`config.mk`:
```
export PLATFORM = sky130hd
export DESIGN_NAME = tdc_therm_decoder
export DESIGN_NICKNAME = d
export VERILOG_FILES = /design/src/rtl/tdc_therm_decoder.sv
export SDC_FILE = /design/constraint.sdc
export NUM_CORES = 1
export LEC_CHECK = 0
export BUFFER_PORTS_ARGS = -buffer_cell sky130_fd_sc_hd__buf_2
export CAP_MARGIN = 10
export CORE_MARGIN = 10
export CORE_UTILIZATION = 59
export DETAILED_ROUTE_END_ITERATION = 8
export PLACE_DENSITY = 0.84
export SLEW_MARGIN = 20
export SYNTH_ARGS = -nofsm -noshare
export SYNTH_HDL_FRONTEND = slang
export SYNTH_SLANG_ARGS = --single-unit
```
`constraint.sdc`:
```
create_clock -name clk -period 7.5 [get_ports clk]
set_clock_uncertainty 0.1 [all_clocks]
set_input_delay 0.375 -clock clk [delete_from_list [all_inputs] [get_ports clk]]
set_output_delay 0.375 -clock clk [all_outputs]
set_load 0.02 [all_outputs]
```
`src/rtl/tdc_therm_decoder.sv`:
```
// tdc_therm_decoder: sequences one TDC conversion at a time. It presets the
// delay chain, lets it settle, and synchronises the thermometer bits into clk.
// It then counts the ones, correcting for the chain's alternating polarity,
// re-arms the chain, and offers the code over a valid/ready handshake.
// Optional build macro: TDC_BUBBLE_FIX_EN adds a 3-tap majority filter ahead
// of the popcount, which costs one extra DECODE cycle.
module tdc_therm_decoder #(
  parameter int N_STAGE    = 32,
  parameter int OUT_W      = 6,
  parameter int SETTLE_CYC = 4
) (
  input  logic               clk,
  input  logic               rstb,
  input  logic               start,
  input  logic               restart,
  input  logic [N_STAGE-1:0] ff_vec,
  output logic               pstb_out,
  output logic               clk_phase_reverse,
  output logic [OUT_W-1:0]   code,
  output logic               code_valid,
  input  logic               code_ready,
  output logic               busy
);

  typedef enum logic [2:0] {
    IDLE, PRESET, SETTLE, SAMPLE, DECODE, PULSE, DONE
  } state_t;

`ifdef TDC_BUBBLE_FIX_EN
  localparam logic [3:0] DECODE_CYC = 4'd2;
`else
  localparam logic [3:0] DECODE_CYC = 4'd1;
`endif

  state_t             state, next_state;
  logic [3:0]         cnt;
  logic [3:0]         stage_len;
  logic               last_cyc;
  logic               pol;
  logic               need_preset;
  logic [N_STAGE-1:0] sync1, sync2;
  logic [N_STAGE-1:0] dec_in;
  logic [OUT_W-1:0]   ones;
  logic [OUT_W-1:0]   code_next;
  logic               pstb_d, cpr_d, valid_d, busy_d;

  // The popcount is at most N_STAGE, and OUT_W is sized so that N_STAGE fits.
  // So both the count and N_STAGE-ones are exact in OUT_W bits and never wrap.
  function automatic logic [OUT_W-1:0] popcount(input logic [N_STAGE-1:0] v);
    logic [OUT_W-1:0] acc;
    acc = '0;
    for (int i = 0; i < N_STAGE; i++) acc = acc + OUT_W'(v[i]);
    return acc;
  endfunction

  // State register and per-state cycle counter.
  always_ff @(posedge clk or negedge rstb) begin
    // NOTE: sequential state uses non-blocking assignments, so every flop samples pre-edge values.
    if (!rstb) begin
      state <= IDLE;
      cnt   <= '0;
    end else begin
      state <= next_state;
      if (next_state != state) cnt <= '0;
      else if (!last_cyc)      cnt <= cnt + 4'd1;
    end
  end

  // Next-state logic; multi-cycle states leave on their last counted cycle.
  always_comb begin
    // NOTE: every comb output gets a default first, so no path can infer a latch.
    next_state = state;
    stage_len  = 4'd1;
    case (state)
      PRESET:  stage_len = 4'd2;
      SETTLE:  stage_len = 4'(SETTLE_CYC);
      SAMPLE:  stage_len = 4'd2;
      DECODE:  stage_len = DECODE_CYC;
      default: stage_len = 4'd1;
    endcase
    last_cyc = (cnt == stage_len - 4'd1);
    case (state)
      IDLE:    if (start) next_state = (need_preset || restart) ? PRESET : SETTLE;
      PRESET:  if (last_cyc) next_state = SETTLE;
      SETTLE:  if (last_cyc) next_state = SAMPLE;
      SAMPLE:  if (last_cyc) next_state = DECODE;
      DECODE:  if (last_cyc) next_state = PULSE;
      PULSE:   next_state = DONE;
      DONE:    if (code_ready) next_state = IDLE;
      default: next_state = IDLE;
    endcase
  end

  // Output decode from the upcoming state; registered below so pins are glitch-free.
  always_comb begin
    pstb_d  = (next_state != PRESET);
    cpr_d   = (next_state == PULSE);
    valid_d = (next_state == DONE);
    busy_d  = (next_state != IDLE) && (next_state != DONE);
  end

  // Output registers; the chain is held in preset while rstb is low.
  always_ff @(posedge clk or negedge rstb) begin
    if (!rstb) begin
      pstb_out          <= 1'b0;
      clk_phase_reverse <= 1'b0;
      code_valid        <= 1'b0;
      busy              <= 1'b0;
    end else begin
      pstb_out          <= pstb_d;
      clk_phase_reverse <= cpr_d;
      code_valid        <= valid_d;
      busy              <= busy_d;
    end
  end

  // A restart arriving at any time is remembered until a preset consumes it.
  always_ff @(posedge clk or negedge rstb) begin
    if (!rstb) begin
      need_preset <= 1'b1;
      pol         <= 1'b0;
    end else begin
      if (restart)              need_preset <= 1'b1;
      else if (state == PRESET) need_preset <= 1'b0;
      if (state == PRESET)      pol <= 1'b0;
      else if (state == PULSE)  pol <= ~pol;
    end
  end

  // Two-flop synchroniser for the asynchronous chain outputs, clocked only in SAMPLE.
  always_ff @(posedge clk or negedge rstb) begin
    // NOTE: the synchroniser is reset as well, so the first decode never sees X.
    if (!rstb) begin
      sync1 <= '0;
      sync2 <= '0;
    end else if (state == SAMPLE) begin
      sync1 <= ff_vec;
      sync2 <= sync1;
    end
  end

`ifdef TDC_BUBBLE_FIX_EN
  logic [N_STAGE-1:0] filt;
  logic [N_STAGE-1:0] nb_lo, nb_hi;
  // Each bit is voted against its neighbours, with the end taps duplicated.
  assign nb_lo = {sync2[N_STAGE-2:0], sync2[0]};
  assign nb_hi = {sync2[N_STAGE-1], sync2[N_STAGE-1:1]};

  // Majority-filter register, loaded in the first DECODE cycle.
  always_ff @(posedge clk or negedge rstb) begin
    if (!rstb)                              filt <= '0;
    else if (state == DECODE && cnt == 4'd0) filt <= (nb_lo & sync2) | (nb_lo & nb_hi) | (sync2 & nb_hi);
  end
  assign dec_in = filt;
`else
  assign dec_in = sync2;
`endif

  // After an odd number of re-arms the chain is inverted, so the count is reflected.
  always_comb begin
    ones      = popcount(dec_in);
    code_next = pol ? (OUT_W'(N_STAGE) - ones) : ones;
  end

  // The result register is loaded in the final DECODE cycle and held through DONE.
  always_ff @(posedge clk or negedge rstb) begin
    if (!rstb)                          code <= '0;
    else if (state == DECODE && last_cyc) code <= code_next;
  end

endmodule

```
Word-level counts from Yosys, hierarchy flattened:

Index checks and enable logic that the tools add are counted.

* memories kept: 0
* bits in writable memories: 0
* bits in registers: 83
* output and inout bits: 10
* bits in latches: 0
* ROM bits: 0
* input bits: 37
* word-level logic and storage cells: 83

* eq/ne operators: 13
* divide/modulo/power cells: 0
* bitwise logic cells: 1
* reduce and logical (&&, ||, !) cells: 8
* mux-type cells: 16
* shift operators: 0
* $lt $le $gt $ge: 0
* add/sub/neg operators: 34
* multipliers: 0

Operator list (count)
* adder 6 x 1 -> 6 bit: 26
* case mux 3 bit (7 select lines): 1
* two-way mux 3 bit: 6
* == test 3 bit, second input constant: 5
* two-way mux 4 bit: 2
* adder 5 x 1 -> 6 bit: 1
* == test 3 x 2 -> 1 bit, second input constant: 2
* two-way mux 6 bit: 1
* case mux 3 bit (2 select lines): 1
* subtractor 6 bit, first input constant: 1
* adder 4 x 1 -> 5 bit: 1
* adder 3 x 1 -> 4 bit: 1
* adder 4 x 1 -> 4 bit, second input constant: 1
* == test 4 bit: 1
* two-way mux 1 bit: 4
* nonzero test 2 bit: 2
* subtractor 4 x 1 -> 4 bit, second input constant: 1
* adder 2 x 1 -> 3 bit: 1
* == test 3 x 1 -> 1 bit, second input constant: 1
* logical NOT 3 bit: 1
* != test 3 x 1 -> 1 bit, second input constant: 1
* != test 3 bit: 1
* != test 3 bit, second input constant: 1
* nonzero test 3 bit: 1
* other kinds (7): 8

Longest topological paths before layout:

* depth in word-level cells: 33
* gate-level depth with buffers: 18
* gate-level depth less buffers: 18

Worst setup path before layout:

OpenSTA, ideal clock, no wires.

* kind: register -> register
* start point: register sync2[17] (netlist: dec_in[17])
* end point: register code[4]
* path slack: 2377 ps
* stages on the path, launching flop included: 18
* library setup time: 124 ps
* path buffers: 0
* clock period less this slack: 5123 ps
* data arrival time: 4900 ps
* data required time: 7276 ps
* cell sequence: dfrtp_1 -> fa_1 -> inv_1 -> fa_1 -> fa_1 -> fa_1 -> fa_1 -> fa_1 -> inv_1 -> ha_1 -> fa_1 -> inv_1 -> ha_1 -> nor2b_1 -> and4_1 -> nor3_2 -> xnor2_1 -> o21ai_1

* longest elaborated chain between the ends: 17

Ends and longest elaborated chain
* start, declared: line 41 `logic [N_STAGE-1:0] sync1, sync2;`
* start signal, assigned: line 138 `sync2 <= sync1;`
* adder 6 x 1 -> 6 bit * (15 in series): line 52 `for (int i = 0; i < N_STAGE; i++) acc = acc + OUT_W'(v[i]);`
* subtractor 6 bit: line 162 `code_next = pol ? (OUT_W'(N_STAGE) - ones) : ones;`
* two-way mux 6 bit *: line 162
* end signal, assigned: line 168 `else if (state == DECODE && last_cyc) code <= code_next;`
* end, declared: line 19 `output logic [OUT_W-1:0] code,`

Mark *: on every way between the ends. The rest lies on a longest branch, timed or not.
A chain may end at the register's enable or synchronous reset.

Final worst setup path:

* start point: register sync2[5] (netlist: dec_in[5])
* end point: register code[4]

* longest elaborated chain between the ends: 29

Ends and longest elaborated chain (line)
* adder 5 x 1 -> 6 bit *: 52
* adder 6 x 1 -> 6 bit * (26 in series): 52
* subtractor 6 bit: 162
* two-way mux 6 bit *: 162

Marks and branches as above.

==> impl_results.md <==
- Status: finished with violations
- Failing checks: negative hold slack
- Port-buffer cells: 46
- Chip Width: 107 µm
- Buffers inserted during post-CTS setup optimization: 0
- Yosys warning total: 0
- Synth-to-layout area growth: 10.0%
- Synthesized flop and latch total: 83
- Largest net degree at the start of global routing: between 80 and 90
- Clk pin slew, worst setup/hold paths: around 90 ps
- Final GP Congestion: ~0.83
- Area of the mapped netlist: 4460 µm²
- Area inside the core boundary: 7290 µm²
- Ratio of final minimum period to clock period: 0.721
- Tot GR Track Use: 0.144
- H-Tree Depth: 3
- DR vias: 2663
- Number of detailed-route iterations in the first pass: 5
- Vias per std cell: 5.29
- Count of mapped cells out of synthesis: 355
- Net count after synthesis: 425
- Relative slew slack: 0.478
- Buffers from clock root to sink, at most: 2
- Proportion of register bits with asynchronous set or reset after synthesis: 1.00
- Quantity of gates resized following cts: 0
- Number of nets in the layout: 469
- Drt first-iter violations: 116
- Placed wire-length estimate after detailed placement: 5.61 mm
- DRC violations left: 0
- Total negative setup slack: 0 ps
- Post-route ant nets: 0
- Top cell type by total area after synthesis: sky130_fd_sc_hd__dfrtp_1
- Top area cells in the synthesized netlist: sky130_fd_sc_hd__dfrtp_1 (46%), sky130_fd_sc_hd__mux2_2 (16%), sky130_fd_sc_hd__fa_1 (11%), sky130_fd_sc_hd__inv_1 (4.5%), sky130_fd_sc_hd__ha_1 (2.5%)
- Share of the synthesized area in the top cell type: 0.461
- Setup violators final: 0
- Max_cap viols: 0
- Std cell rows: 31
- Initial antenna violation count: 0
- Starting Density: 0.611
- Minimum period implied by the final worst setup slack: approximately 5400 ps
- Synthesized area divided by synthesized cell count: 12.6 µm²
- Worst setup path class: reg -> reg
- Fraction of layout instances using a drive strength above 1: 0.361
- Via count of the first global-routing pass: 2838
- First-pass GRT wire length: 13.4 mm
- Clock buffer count from CTS: 9
- Number of synthesized flops with an enable pin: 0
- Critical Path Sink Type: flip-flop
- Post-route insts no fill: 503
- WP data required: 7620 ps
- Top-level port count: 47
- Top flip-flop cell by instance count after synthesis: sky130_fd_sc_hd__dfrtp_1
- Unrepaired setup endpoints after global routing: false
- Clk_lat worst skew: 350 ps
- Die footprint: 11400 µm²
- Antenna diode count: 0
- Number of clock sinks: 83
- Critical path launch point type: flip-flop
- Maximum operating frequency: about 180 MHz
- Hold_buf cts: 0
- Class of the worst hold path: in -> async
- Critical path data arrival time: 5530 ps
- Clock Tree Root: sky130_fd_sc_hd__clkbuf_8
- Minimum hold slack: -93.3 ps
- Crit-path max FO: 3
- Proportion of synthesized chip area in sequential cells: 0.466
- Slew of the pin with the lowest slew margin: 783 ps
- Die Height: 107 µm
- TritonCTS clock tree: built
- Sum of routed wire length over all layers: 7.71 mm
- Final hold violation count: 64
- Total gr overflow: 0
- Routed wire length per instance: 15.3 µm
- Leading post-synthesis cells by instance count: sky130_fd_sc_hd__dfrtp_1 (82), sky130_fd_sc_hd__mux2_2 (64), sky130_fd_sc_hd__inv_1 (54), sky130_fd_sc_hd__fa_1 (24), sky130_fd_sc_hd__nand2_1 (16)
- Max-slew violation count: 0
- Synth cell types: 49
- Final Core Density: 0.672
- Post-placement cell count: 487
- Count leader, synth: sky130_fd_sc_hd__dfrtp_1
[cell families after synthesis]
family                   Yosys count  share of synthesized area
AND/OR/NAND/NOR                   57                     0.0741
multiplexers                      66                      0.166
AO/OA/AOI/OAI                     39                     0.0677
adder cells (fa/ha/maj)           33                      0.133
XOR/XNOR                           9                     0.0177
buffers and inverters             68                     0.0747
flip-flops                        83                      0.466
[layer usage]
layer  part of all wire  global-route usage  wire (µm)  up-vias
met4              0.019              0.0638        145        0
met5                  0                   0          0        -
li1                   -                   -          -     1252
met3              0.033              0.0299        257       13
met2               0.52               0.240       3990       49
met1               0.43               0.178       3310     1349
[flip-flops by register name, indices dropped and copies added (netlist names)]
register,cells
need_preset,1
busy,1
clk_phase_reverse,1
state,3
dec_in,32
sync1,32
pol,1
code,6
code_valid,1
cnt,4
pstb_out,1
[critical path: stages (launching register included)]
cell and delay (ps):
sky130_fd_sc_hd__dfrtp_1 360, sky130_fd_sc_hd__inv_1 70, sky130_fd_sc_hd__fa_1 580, sky130_fd_sc_hd__fa_1 460, sky130_fd_sc_hd__fa_1 510, sky130_fd_sc_hd__fa_1 540, sky130_fd_sc_hd__fa_1 430, sky130_fd_sc_hd__fa_1 490
sky130_fd_sc_hd__inv_1 40, sky130_fd_sc_hd__ha_1 200, sky130_fd_sc_hd__fa_1 540, sky130_fd_sc_hd__inv_1 60, sky130_fd_sc_hd__ha_1 230, sky130_fd_sc_hd__nor2b_1 140, sky130_fd_sc_hd__and4_1 200, sky130_fd_sc_hd__nor3_2 120
sky130_fd_sc_hd__xnor2_1 130, sky130_fd_sc_hd__o21ai_1 70
[metrics by stage]
step	cell area, µm²	hold WS (ps)	setup slack (ps)
final	4900	-93.3	2090
after global routing	4900	1.77	1890
after CTS	4900	129	2100
after detailed placement	4690	373	2110
after global placement	4690	363	2270
after floorplan	4460	-20.6	2380
[final cells by class]
class	instances	area [µm²]
repair buffers	47	244
flip-flops and latches	83	2080
clock inverters	6	71.3
multi-input cells	204	2040
inverters	54	203
clock buffers	10	138
well taps	99	124
fillers	561	2390
[worst paths after layout]
path,start,end,slack [ps],depth (start not counted)
worst max-delay path,dec_in[5],code[4],2090,17
worst min-delay path,rstb,busy,-90,1
worst max register to register,dec_in[5],code[4],2090,17
worst min register to register,code[4],code[4],390,2
max in group asynchronous,rstb,sync1[23],6830,1
min in group clk,ff_vec[20],sync1[20],140,2
[cells in the final DEF, fill, tap and decap left out, types with 3 or more instances in the layout]
cell,count
sky130_fd_sc_hd__nor2b_1,3
sky130_fd_sc_hd__nand2b_1,3
sky130_fd_sc_hd__ha_1,9
sky130_fd_sc_hd__xor2_1,3
sky130_fd_sc_hd__o21ai_1,4
sky130_fd_sc_hd__and3_1,3
sky130_fd_sc_hd__dfrtp_1,82
sky130_fd_sc_hd__inv_1,54
sky130_fd_sc_hd__a21oi_1,9
sky130_fd_sc_hd__nor2_1,12
sky130_fd_sc_hd__xnor2_1,6
sky130_fd_sc_hd__buf_2,45
sky130_fd_sc_hd__mux2_2,64
sky130_fd_sc_hd__fa_1,24
sky130_fd_sc_hd__o21ai_0,10
sky130_fd_sc_hd__nand2_1,16
sky130_fd_sc_hd__nand3_1,4
sky130_fd_sc_hd__clkbuf_8,10
Power is not shown: default switching activity piles up to over one toggle a cycle in this logic, so the estimate is an artifact.
